## src/rtl/universal_shift_reg_pkg.sv

```systemverilog
// universal_shift_reg_pkg: shared mode encoding and counter-width helper for universal_shift_reg.
package universal_shift_reg_pkg;

   typedef enum logic [1:0] {
      MODE_HOLD = 2'b00,
      MODE_SHL  = 2'b01,
      MODE_SHR  = 2'b10,
      MODE_LOAD = 2'b11
   } shift_mode_t;

   function automatic int cnt_width(input int dw);
      return $clog2(dw + 1);
   endfunction

endpackage

```

## src/rtl/shift_word_counter.sv

```systemverilog
// shift_word_counter: counts shifts modulo DW and pulses done for one cycle on each completed word.
module shift_word_counter
   import universal_shift_reg_pkg::*;
#(
   parameter int DW = 8,
   localparam int CW = cnt_width(DW)
) (
   input  logic          clk_50MHz_i,
   input  logic          rst_async_ha_i,
   input  logic          inc,
   input  logic          clr,
   input  logic          load_zero,
   output logic [CW-1:0] cnt,
   output logic          done
);

   localparam logic [CW-1:0] LAST = CW'(DW - 1);

   always_ff @(posedge clk_50MHz_i or posedge rst_async_ha_i) begin
      if (rst_async_ha_i) begin
         cnt  <= '0;
         done <= 1'b0;
      end else if (clr || load_zero) begin
         cnt  <= '0;
         done <= 1'b0;
      end else if (inc) begin
         cnt  <= (cnt == LAST) ? '0 : cnt + CW'(1);
         done <= (cnt == LAST);
      end else begin
         done <= 1'b0;
      end
   end

endmodule

```

## src/rtl/universal_shift_reg.sv

```systemverilog
// universal_shift_reg: DW-bit shift left/right/load register with word counter.
// Define UNIVERSAL_SHIFT_REG_ROTATE_EN to add Rotate_i (shifts recirculate instead of taking the D pins).
module universal_shift_reg
   import universal_shift_reg_pkg::*;
#(
   parameter int DW = 8,
   localparam int CW = cnt_width(DW)
) (
   input  logic          clk_50MHz_i,
   input  logic          rst_async_ha_i,
   input  logic          Enable_i,
   input  logic          Clear_i,
   input  logic [1:0]    Mode_i,
`ifdef UNIVERSAL_SHIFT_REG_ROTATE_EN
   input  logic          Rotate_i,
`endif
   input  logic          D_right_i,
   input  logic          D_left_i,
   input  logic [DW-1:0] Parallel_i,
   output logic [DW-1:0] Q_o,
   output logic          Serial_msb_o,
   output logic          Serial_lsb_o,
   output logic [CW-1:0] Shift_cnt_o,
   output logic          Word_done_o
);

   shift_mode_t   mode;
   logic [DW-1:0] q, q_nxt;
   logic          fill_r, fill_l, shift, load;

   assign mode = shift_mode_t'(Mode_i);

`ifdef UNIVERSAL_SHIFT_REG_ROTATE_EN
   assign fill_r = Rotate_i ? q[DW-1] : D_right_i;
   assign fill_l = Rotate_i ? q[0] : D_left_i;
`else
   assign fill_r = D_right_i;
   assign fill_l = D_left_i;
`endif

   assign shift = Enable_i && (mode == MODE_SHL || mode == MODE_SHR);
   assign load  = Enable_i && (mode == MODE_LOAD);

   always_comb begin
      q_nxt = (mode == MODE_SHL)  ? {q[DW-2:0], fill_r} :
              (mode == MODE_SHR)  ? {fill_l, q[DW-1:1]} :
              (mode == MODE_LOAD) ? Parallel_i : q;
   end

   always_ff @(posedge clk_50MHz_i or posedge rst_async_ha_i) begin
      if (rst_async_ha_i)
         q <= '0;
      else if (Clear_i)
         q <= '0;
      else if (Enable_i)
         q <= q_nxt;
   end

   shift_word_counter #(.DW(DW)) u_cnt (
      .clk_50MHz_i   (clk_50MHz_i),
      .rst_async_ha_i(rst_async_ha_i),
      .inc           (shift),
      .clr           (Clear_i),
      .load_zero     (load),
      .cnt           (Shift_cnt_o),
      .done          (Word_done_o)
   );

   assign Q_o          = q;
   assign Serial_msb_o = q[DW-1];
   assign Serial_lsb_o = q[0];

endmodule

```

## config.mk

```make
export PLATFORM = sky130hd
export DESIGN_NAME = universal_shift_reg
export DESIGN_NICKNAME = d
export VERILOG_FILES = /design/src/rtl/universal_shift_reg_pkg.sv /design/src/rtl/shift_word_counter.sv /design/src/rtl/universal_shift_reg.sv
export SDC_FILE = /design/constraint.sdc
export NUM_CORES = 1
export LEC_CHECK = 0
export CORE_MARGIN = 3
export CORE_UTILIZATION = 46
export CTS_CLUSTER_DIAMETER = 150
export DETAILED_ROUTE_END_ITERATION = 10
export GPL_ROUTABILITY_DRIVEN = 0
export PLACE_DENSITY = 0.83
export SLEW_MARGIN = 20
export SYNTH_ARGS = -nofsm -noshare
export SYNTH_HDL_FRONTEND = slang
export SYNTH_SLANG_ARGS = --single-unit
```

## constraint.sdc

```tcl
create_clock -name clk_50MHz_i -period 1.93 [get_ports clk_50MHz_i]
set_clock_uncertainty 0.15 [all_clocks]
set_input_delay 0.193 -clock clk_50MHz_i [delete_from_list [all_inputs] [get_ports clk_50MHz_i]]
set_output_delay 0.193 -clock clk_50MHz_i [all_outputs]
set_load 0.01 [all_outputs]
```

==> impl.org, run 1 <==
** Place
- Cells after DPL :: 138
- Detailed placement ended at an HPWL of 1510 microns.
- Count of port buffers added during placement :: 30
- Cell area after placement :: 1150 sq um
- Pre-CTS setup slack :: -0.0976 ns

** Floorplan
- The die covers 2370 sq um.
- The initial utilization of the core area, before any placement, comes to 52.1%.
- Height of the chip :: 48.7 microns
- During I/O placement, the number of pins put on the boundary was 31.
- In this run the horizontal extent of the chip is 48.7 microns.
- The core region is 1610 sq um.
- Standard-cell row count :: 14

** Cells and area
- Layout fillers :: 144
- The number of antenna diodes in the final layout is 0.
- Final std cell area, no fill :: 1180 sq um
- At the end of the flow the core is filled with cells to 73.2%.
- Non-filler instance count after layout :: 142
- Area of combinational cells with multiple inputs :: 453 sq um
- After the last flow step, the layout net total stands at 139.
- Area growth from synthesis to final layout :: 40.5%
- Footprint of the flip-flops and latches :: 325 sq um
- The post-route netlist has 7.63% of its cells at a drive strength greater than 1.

** Power
- Combinational share of power :: 24.5%
- The internal portion of the total power is 448 uW.
- Leak pwr :: 0.500 nW
- In this run switching power makes up 27.3% of total power.
- Of the total power, the clock network draws 27.7%.
- For this design the total switching power over the nets is 168 uW.
- VDD sags by at most 0.426 mV.
- Power per unit of standard cell area :: 522 nW/um^2
- Sequential cells account for 47.7% of the total power.

** Detailed routing
- For this run, design rule violations remaining after detail routing come to 0.
- Per-cell routed wire length :: 13.5 microns
- Detailed-route wire length :: 1920 microns
- In this run, the number of DRC markers left after iteration 0 of detailed routing was 28.
- The final route contains 754 vias.
- Number of nets with antenna violations after detailed routing :: 0
- Per-cell via count in the routed design :: 5.31
- Pre-Repair DR Iteration Count :: 4

** Clock network
- Buffers inserted to repair hold after CTS numbered 0.
- Buffer depth of the longest clock path :: 2
- TritonCTS built the clock tree.
- Post-cts resize count :: 0
- The clock drives 13 sinks.
- Counting the buffers created by CTS gives 3.
- The tree is rooted in a sky130_fd_sc_hd__clkbuf_4.
- Clock-pin slew was measured on the worst setup and hold paths at 0.09 ns.
- Post-CTS setup repair buffer count :: 0
- H-Tree Depth :: 1
- Clock latency on the worst-skew pair :: 0.28 ns

** Setup path
- In this run the worst path has a maximum fanout of 6.
- Req. time, crit path :: 1.95 ns
- The worst setup path is of the in2reg kind.
- Startpoint types :: primary input
- Type of element capturing the critical path :: flop
- The worst register-to-register path begins at u_cnt.cnt[0]$_DFFE_PP0P_.
- For the worst setup path, the data arrival time is 1.77 ns.
- The number of cells on the worst reg-to-reg path is 3.
- Worst setup slack for register-to-register paths :: 0.66 ns
- In this run the critical register-to-register path is captured at u_cnt.cnt[3]$_DFFE_PP0P_.

** Global routing
- Global-route wire length before repair :: 3200 microns
- Entering global routing, the biggest net connects 17 pins.
- Number of antenna violations at the first check in global routing :: 0
- For this run, the total global-route usage over all layers was measured as 17.0%.
- The number of global-route vias before repair is 704.
- The total overflow left after global routing is 0.

** Synthesis
- The number of nets in the synthesized netlist is 106.
- Netlist area before placement :: 840 sq um
- Synthesis inferred 13 register bits.
- Synth unique cells :: 26
- Sequential elements use 38.7% of the synthesized area.
- Synthesis produced a netlist whose cell count is 86.
- A synthesized cell averages 9.76 sq um.
- For this run, the number of Yosys warnings is 0.

** STA
- The final-report hold violation count is 0.
- Setup repair after global routing left no endpoint under its margin.
- Final setup margin :: 0.180 ns
- For this run, the top clock speed supported by timing is 572 MHz.
- Crit path time final :: 1.75 ns
- Max transition margin :: 66.1%
- Setup violations remaining at the end of the flow were counted as 0.
- Part of the cycle the worst path needs :: 90.7%
- Worst Max-Slew Pin Slew :: 0.506 ns
- Slew Viols, Final :: 0

** Run
- Max-cap violation count :: 0

** Min path
- Worst min-delay path class :: in2async

** Outcome
- Run status :: completed
synthesized netlist by cell type:
master / count / area (sq um)
sky130_fd_sc_hd__nor2_1: 2 / 7.51
sky130_fd_sc_hd__a22o_1: 9 / 78.8
sky130_fd_sc_hd__o31ai_4: 1 / 21.3
sky130_fd_sc_hd__inv_1: 4 / 15.0
sky130_fd_sc_hd__a21oi_1: 2 / 10.0
sky130_fd_sc_hd__ha_1: 4 / 50.1
sky130_fd_sc_hd__and2b_1: 1 / 7.51
sky130_fd_sc_hd__buf_6: 2 / 22.5
sky130_fd_sc_hd__o21ai_0: 12 / 60.1
sky130_fd_sc_hd__dfrtp_1: 13 / 325
sky130_fd_sc_hd__nand2_1: 11 / 41.3
sky130_fd_sc_hd__nand3_1: 1 / 5.00
sky130_fd_sc_hd__nand3b_1: 2 / 15.0
sky130_fd_sc_hd__nor4b_1: 1 / 8.76
sky130_fd_sc_hd__buf_4: 2 / 15.0
sky130_fd_sc_hd__nor4_1: 1 / 6.26
sky130_fd_sc_hd__mux2i_1: 8 / 80.1
sky130_fd_sc_hd__buf_2: 1 / 5.00
sky130_fd_sc_hd__nor3_1: 1 / 5.00
sky130_fd_sc_hd__nor2b_1: 2 / 12.5
sky130_fd_sc_hd__nor3b_2: 1 / 12.5
sky130_fd_sc_hd__nand2b_1: 1 / 6.26
sky130_fd_sc_hd__or3b_1: 1 / 8.76
sky130_fd_sc_hd__and4b_1: 1 / 10.0
sky130_fd_sc_hd__a31oi_1: 1 / 6.26
sky130_fd_sc_hd__clkbuf_1: 1 / 3.75
cells in the final DEF, fill, tap and decap left out, drive strengths merged, types with 2 or more instances in the layout:
cell type	n
buf	4
o21ai	12
nand2	11
nor2	2
mux2i	8
nor2b	2
inv	4
clkdlybuf4s50	30
dfrtp	13
nand3b	2
clkbuf	4
a21oi	2
ha	4
a22o	9
sequential cells by signal, indices dropped and copies added, names as in the netlist:
signal      flops
Q_o             8
u_cnt.cnt       4
u_cnt.done      1
metrics by stage:
step | hold slack (ns) | total power [mW] | setup TNS, ns
floorplan | -0.0800 | 0.378 | 0
global placement | 0.354 | 0.446 | -0.0424
detailed placement | 0.355 | 0.451 | -0.715
CTS | 0.0918 | 0.624 | 0
global route | 0.117 | 0.650 | 0
finish | 0.0759 | 0.616 | 0
kinds of logic (layout without fill, tap and decap cells):
family / count (synthesis) / in the layout / share of synthesized area (%)
compound gates: 25 / 25 / 21.0
fa+ha+maj: 4 / 4 / 5.96
buf+inv: 10 / 42 / 7.30
flops: 13 / 13 / 38.7
mux: 8 / 8 / 9.54
simple gates: 26 / 26 / 17.4
power by group through the flow:
stage	combinational, mW	clock (mW)	sequential (mW)
after global placement	0.147	0	0.299
after floorplan	0.0755	0	0.302
after global routing	0.166	0.189	0.296
final	0.151	0.171	0.294
after detailed placement	0.152	0	0.300
after CTS	0.152	0.177	0.294
layout make-up:
type | instances | share of cell area [%]
clock buffers | 4 | 2.23
inverters | 4 | 1.27
multi-input cells | 63 | 38.4
flip-flops and latches | 13 | 27.6
well taps | 24 | 2.55
repair buffers | 34 | 28.0
layer usage:
layer	global-route usage, %	up-vias	share of wire (%)
li1	-	376	-
met1	23.4	348	47
met2	25.6	24	46
met3	5.52	6	5.8
met4	4.27	0	1.7
met5	0	-	0
worst max-delay path, cell delays in order:
cell                              delay, ns
sky130_fd_sc_hd__clkdlybuf4s50_1       0.50
sky130_fd_sc_hd__inv_1                 0.05
sky130_fd_sc_hd__ha_1                  0.37
sky130_fd_sc_hd__or3b_1                0.40
sky130_fd_sc_hd__nor4_1                0.25
how the worst max path moves through the flow:
stage / from / endpoint / cells after the start / slack (ns)
after floorplan: Mode_i[0] / Q_o[0]$_DFFE_PP0P_ / 6 / 0.54
after global placement: Mode_i[0] / u_cnt.done$_DFF_PP0_ / 5 / -0.03
after detailed placement: Mode_i[0] / u_cnt.done$_DFF_PP0_ / 5 / -0.1
after CTS: Mode_i[0] / u_cnt.done$_DFF_PP0_ / 5 / 0.19
after global routing: Mode_i[0] / Q_o[0]$_DFFE_PP0P_ / 5 / 0.07
final: Mode_i[0] / u_cnt.done$_DFF_PP0_ / 5 / 0.18
Power figures use the tool's default switching activity.
==> run 2: changes to the inputs <==
--- a/config.mk
+++ b/config.mk
@@ -6,11 +6,11 @@
 export NUM_CORES = 1
 export LEC_CHECK = 0
 export CORE_MARGIN = 3
-export CORE_UTILIZATION = 46
+export CORE_UTILIZATION = 40
 export CTS_CLUSTER_DIAMETER = 150
 export DETAILED_ROUTE_END_ITERATION = 10
 export GPL_ROUTABILITY_DRIVEN = 0
-export PLACE_DENSITY = 0.83
+export PLACE_DENSITY = 0.73
 export SLEW_MARGIN = 20
 export SYNTH_ARGS = -nofsm -noshare
 export SYNTH_HDL_FRONTEND = slang
==> impl.org, run 2 (synthesized netlist as in run 1, its figures left out) <==
** Detailed routing
- Uppermost routed layer :: met3
- After detailed routing, the number of remaining DRC violations is 0.
- Routed wl met3 :: 97 microns
- Per-cell via count in the routed design :: 5.12
- The final route contains 737 vias.
- For this block, wires on met1 add up to 900 microns.
- Detailed route wirelength on metal2 :: 981 microns
- In the final routed layout, each cell accounts on average for 13.7 microns.
- Detailed-route wire length :: 1980 microns
- The first detailed-routing pass took 4 iterations.
- The first routing iteration left 21 violations.
- Number of nets with antenna violations after detailed routing :: 0

** Setup path
- Of all nets on the critical path, the largest fanout is 8.
- Crit Reg-Reg Startpoint :: u_cnt.cnt[0]$_DFFE_PP0P_
- Type of element capturing the critical path :: flop
- For the worst setup path, the data arrival time is 1.79 ns.
- The signal on the critical path passes through clkdlybuf4s50_1 -> buf_4 -> ha_1 -> o31ai_4 -> nor2_1 -> a22o_1.
- Worst setup slack for register-to-register paths :: 0.61 ns
- The worst register-to-register path has a depth of 3.
- The worst register-to-register path ends at u_cnt.cnt[3]$_DFFE_PP0P_.
- The critical path contains buffers and inverters numbering 2 combined.
- At the worst endpoint, the required time is 1.99 ns.
- By startpoint and endpoint, the worst setup path is classified as in2reg.
- On the worst path, the slowest cell contributes a delay of 0.47 ns.
- Crit-path slowest cell :: sky130_fd_sc_hd__clkdlybuf4s50_1
- Family of cells with the greatest summed delay on the critical path :: buffers and inverters
- Startpoint types :: primary input

** Clock network
- Buffer cell driving the clock tree root :: sky130_fd_sc_hd__clkbuf_4
- Gates resized during post-CTS repair numbered 0.
- H-Tree Depth :: 1
- The clock reaches the later pin of the worst-skew pair after 0.28 ns.
- TritonCTS built the clock tree.
- In this run, post-CTS hold repair placed 0 buffers.
- Buffer depth of the longest clock path :: 2
- Reg clk slew, reported paths :: 0.09 ns
- Buffers added to address setup during post-CTS repair amount to 0.
- Clock sink total :: 13
- Number of buffers inserted during clock tree synthesis :: 3

** Cells and area
- After the last flow step, the layout net total stands at 140.
- Most frequent cells in the layout :: sky130_fd_sc_hd__clkdlybuf4s50_1, sky130_fd_sc_hd__dfrtp_1, sky130_fd_sc_hd__o21ai_0
- Cells fill 64.0% of the core in the end.
- Area growth from synthesis to final layout :: 41.6%
- The repair_antennas step left the layout with diodes totalling 0.
- Flip-flop count of the largest register after layout :: 8
- The finished cells cover 1190 sq um.
- Fraction of layout instances using a drive strength above 1 :: 8.40%
- The library cell used most frequently in the layout, excluding fill and tap cells, is sky130_fd_sc_hd__clkdlybuf4s50_1.
- Non-filler instance count after layout :: 144

** STA
- The final-report hold violation count was 0.
- Fmax achieved :: 579 MHz
- Worst Max-Slew Pin Slew :: 0.541 ns
- Count of final setup violators :: 0
- After layout, the worst path uses 89.5% of the clock period.
- Max transition margin :: 63.8%
- Setup repair after global routing left no endpoint under its margin.
- Crit path time final :: 1.73 ns
- Final setup margin :: 0.202 ns
- Slew Viols, Final :: 0

** Power
- Pint :: 449 uW
- Power per unit of standard cell area :: 520 nW/um^2
- The worst-case IR drop observed on VDD is 0.452 mV.
- The clock network accounts for 27.6% of the total power.
- For this design the total switching power over the nets is 169 uW.
- Combinational share of power :: 24.7%
- Sequential share of power :: 47.7%
- Share of total power consumed by net switching :: 27.3%
- Leak pwr :: 0.505 nW

** Outcome
- The run finished with clean final reports.

** Global routing
- The first global-routing pass estimated 3060 microns of wire.
- Number of antenna violations at the first check in global routing :: 0
- The total overflow left after global routing is 0.
- Number of global-route vias before repair :: 682
- Total global routing track utilization :: 15.5%
- Largest net degree at the start of global routing :: 17

** Floorplan
- Area of the core :: 1860 sq um
- Standard-cell row count :: 15
- Measured along the x axis, the die boundary spans 51.8 microns.
- Die Footprint :: 2680 sq um
- Measured along the y axis, the die boundary spans 51.8 microns.
- I/O pins :: 31
- Initial Util :: 45.2%

** Place
- Pre-CTS setup slack :: -0.0644 ns
- Cell area after placement :: 1160 sq um
- Including well taps, the total number of placed cells is 140.
- Once detailed placement completed, the half-perimeter wirelength came to 1540 microns.
- Count of port buffers added during placement :: 30

** Run
- Across the run, the number of max-cap violations was 0.

** Min path
- The tightest min-delay check is of the in2async type.
-- run 2: cell types whose count changed in the layout (fill, tap and decap cells not counted) --
cell and change:
sky130_fd_sc_hd__buf_4 +1
-- run 2: power by group through the flow --
stage	clock network, mW	registers (mW)	logic [mW]
2_1_floorplan	0	0.302	0.0755
6_report	0.170	0.294	0.153
3_5_place_dp	0	0.300	0.153
5_1_grt	0.186	0.296	0.164
4_1_cts	0.173	0.294	0.154
3_3_place_gp	0	0.299	0.150
-- run 2: per-layer routing --
metal,vias up,GRT usage (%)
li1,373,-
met1,343,19.8
met2,21,25.8
met3,0,6.02
met4,0,1.31
met5,-,0
-- run 2: stage by stage --
step	total power, mW	hold slack [ns]	setup TNS (ns)
finish	0.618	0.0880	0
global route	0.647	0.137	0
CTS	0.621	0.111	0
detailed placement	0.453	0.357	-0.463
global placement	0.449	0.351	-0.0412
floorplan	0.378	-0.0800	0
-- run 2: worst max path at each step --
stage / from / to / slack (ns) / cells past startpoint
2_1_floorplan: Mode_i[0] / Q_o[0]$_DFFE_PP0P_ / 0.54 / 6
3_3_place_gp: Mode_i[0] / Q_o[0]$_DFFE_PP0P_ / -0.02 / 6
3_5_place_dp: Mode_i[0] / Q_o[0]$_DFFE_PP0P_ / -0.06 / 6
4_1_cts: Mode_i[0] / Q_o[0]$_DFFE_PP0P_ / 0.21 / 6
5_1_grt: Mode_i[0] / Q_o[0]$_DFFE_PP0P_ / 0.12 / 6
6_report: Mode_i[0] / Q_o[0]$_DFFE_PP0P_ / 0.20 / 6
-- run 2: area by class of cell --
class,count,area (sq um)
clock buffer,4,26.3
tap,25,31.3
timing repair buffer,35,338
multi-input combinational,63,453
inverter,4,15.0
fill,153,669
sequential,13,325
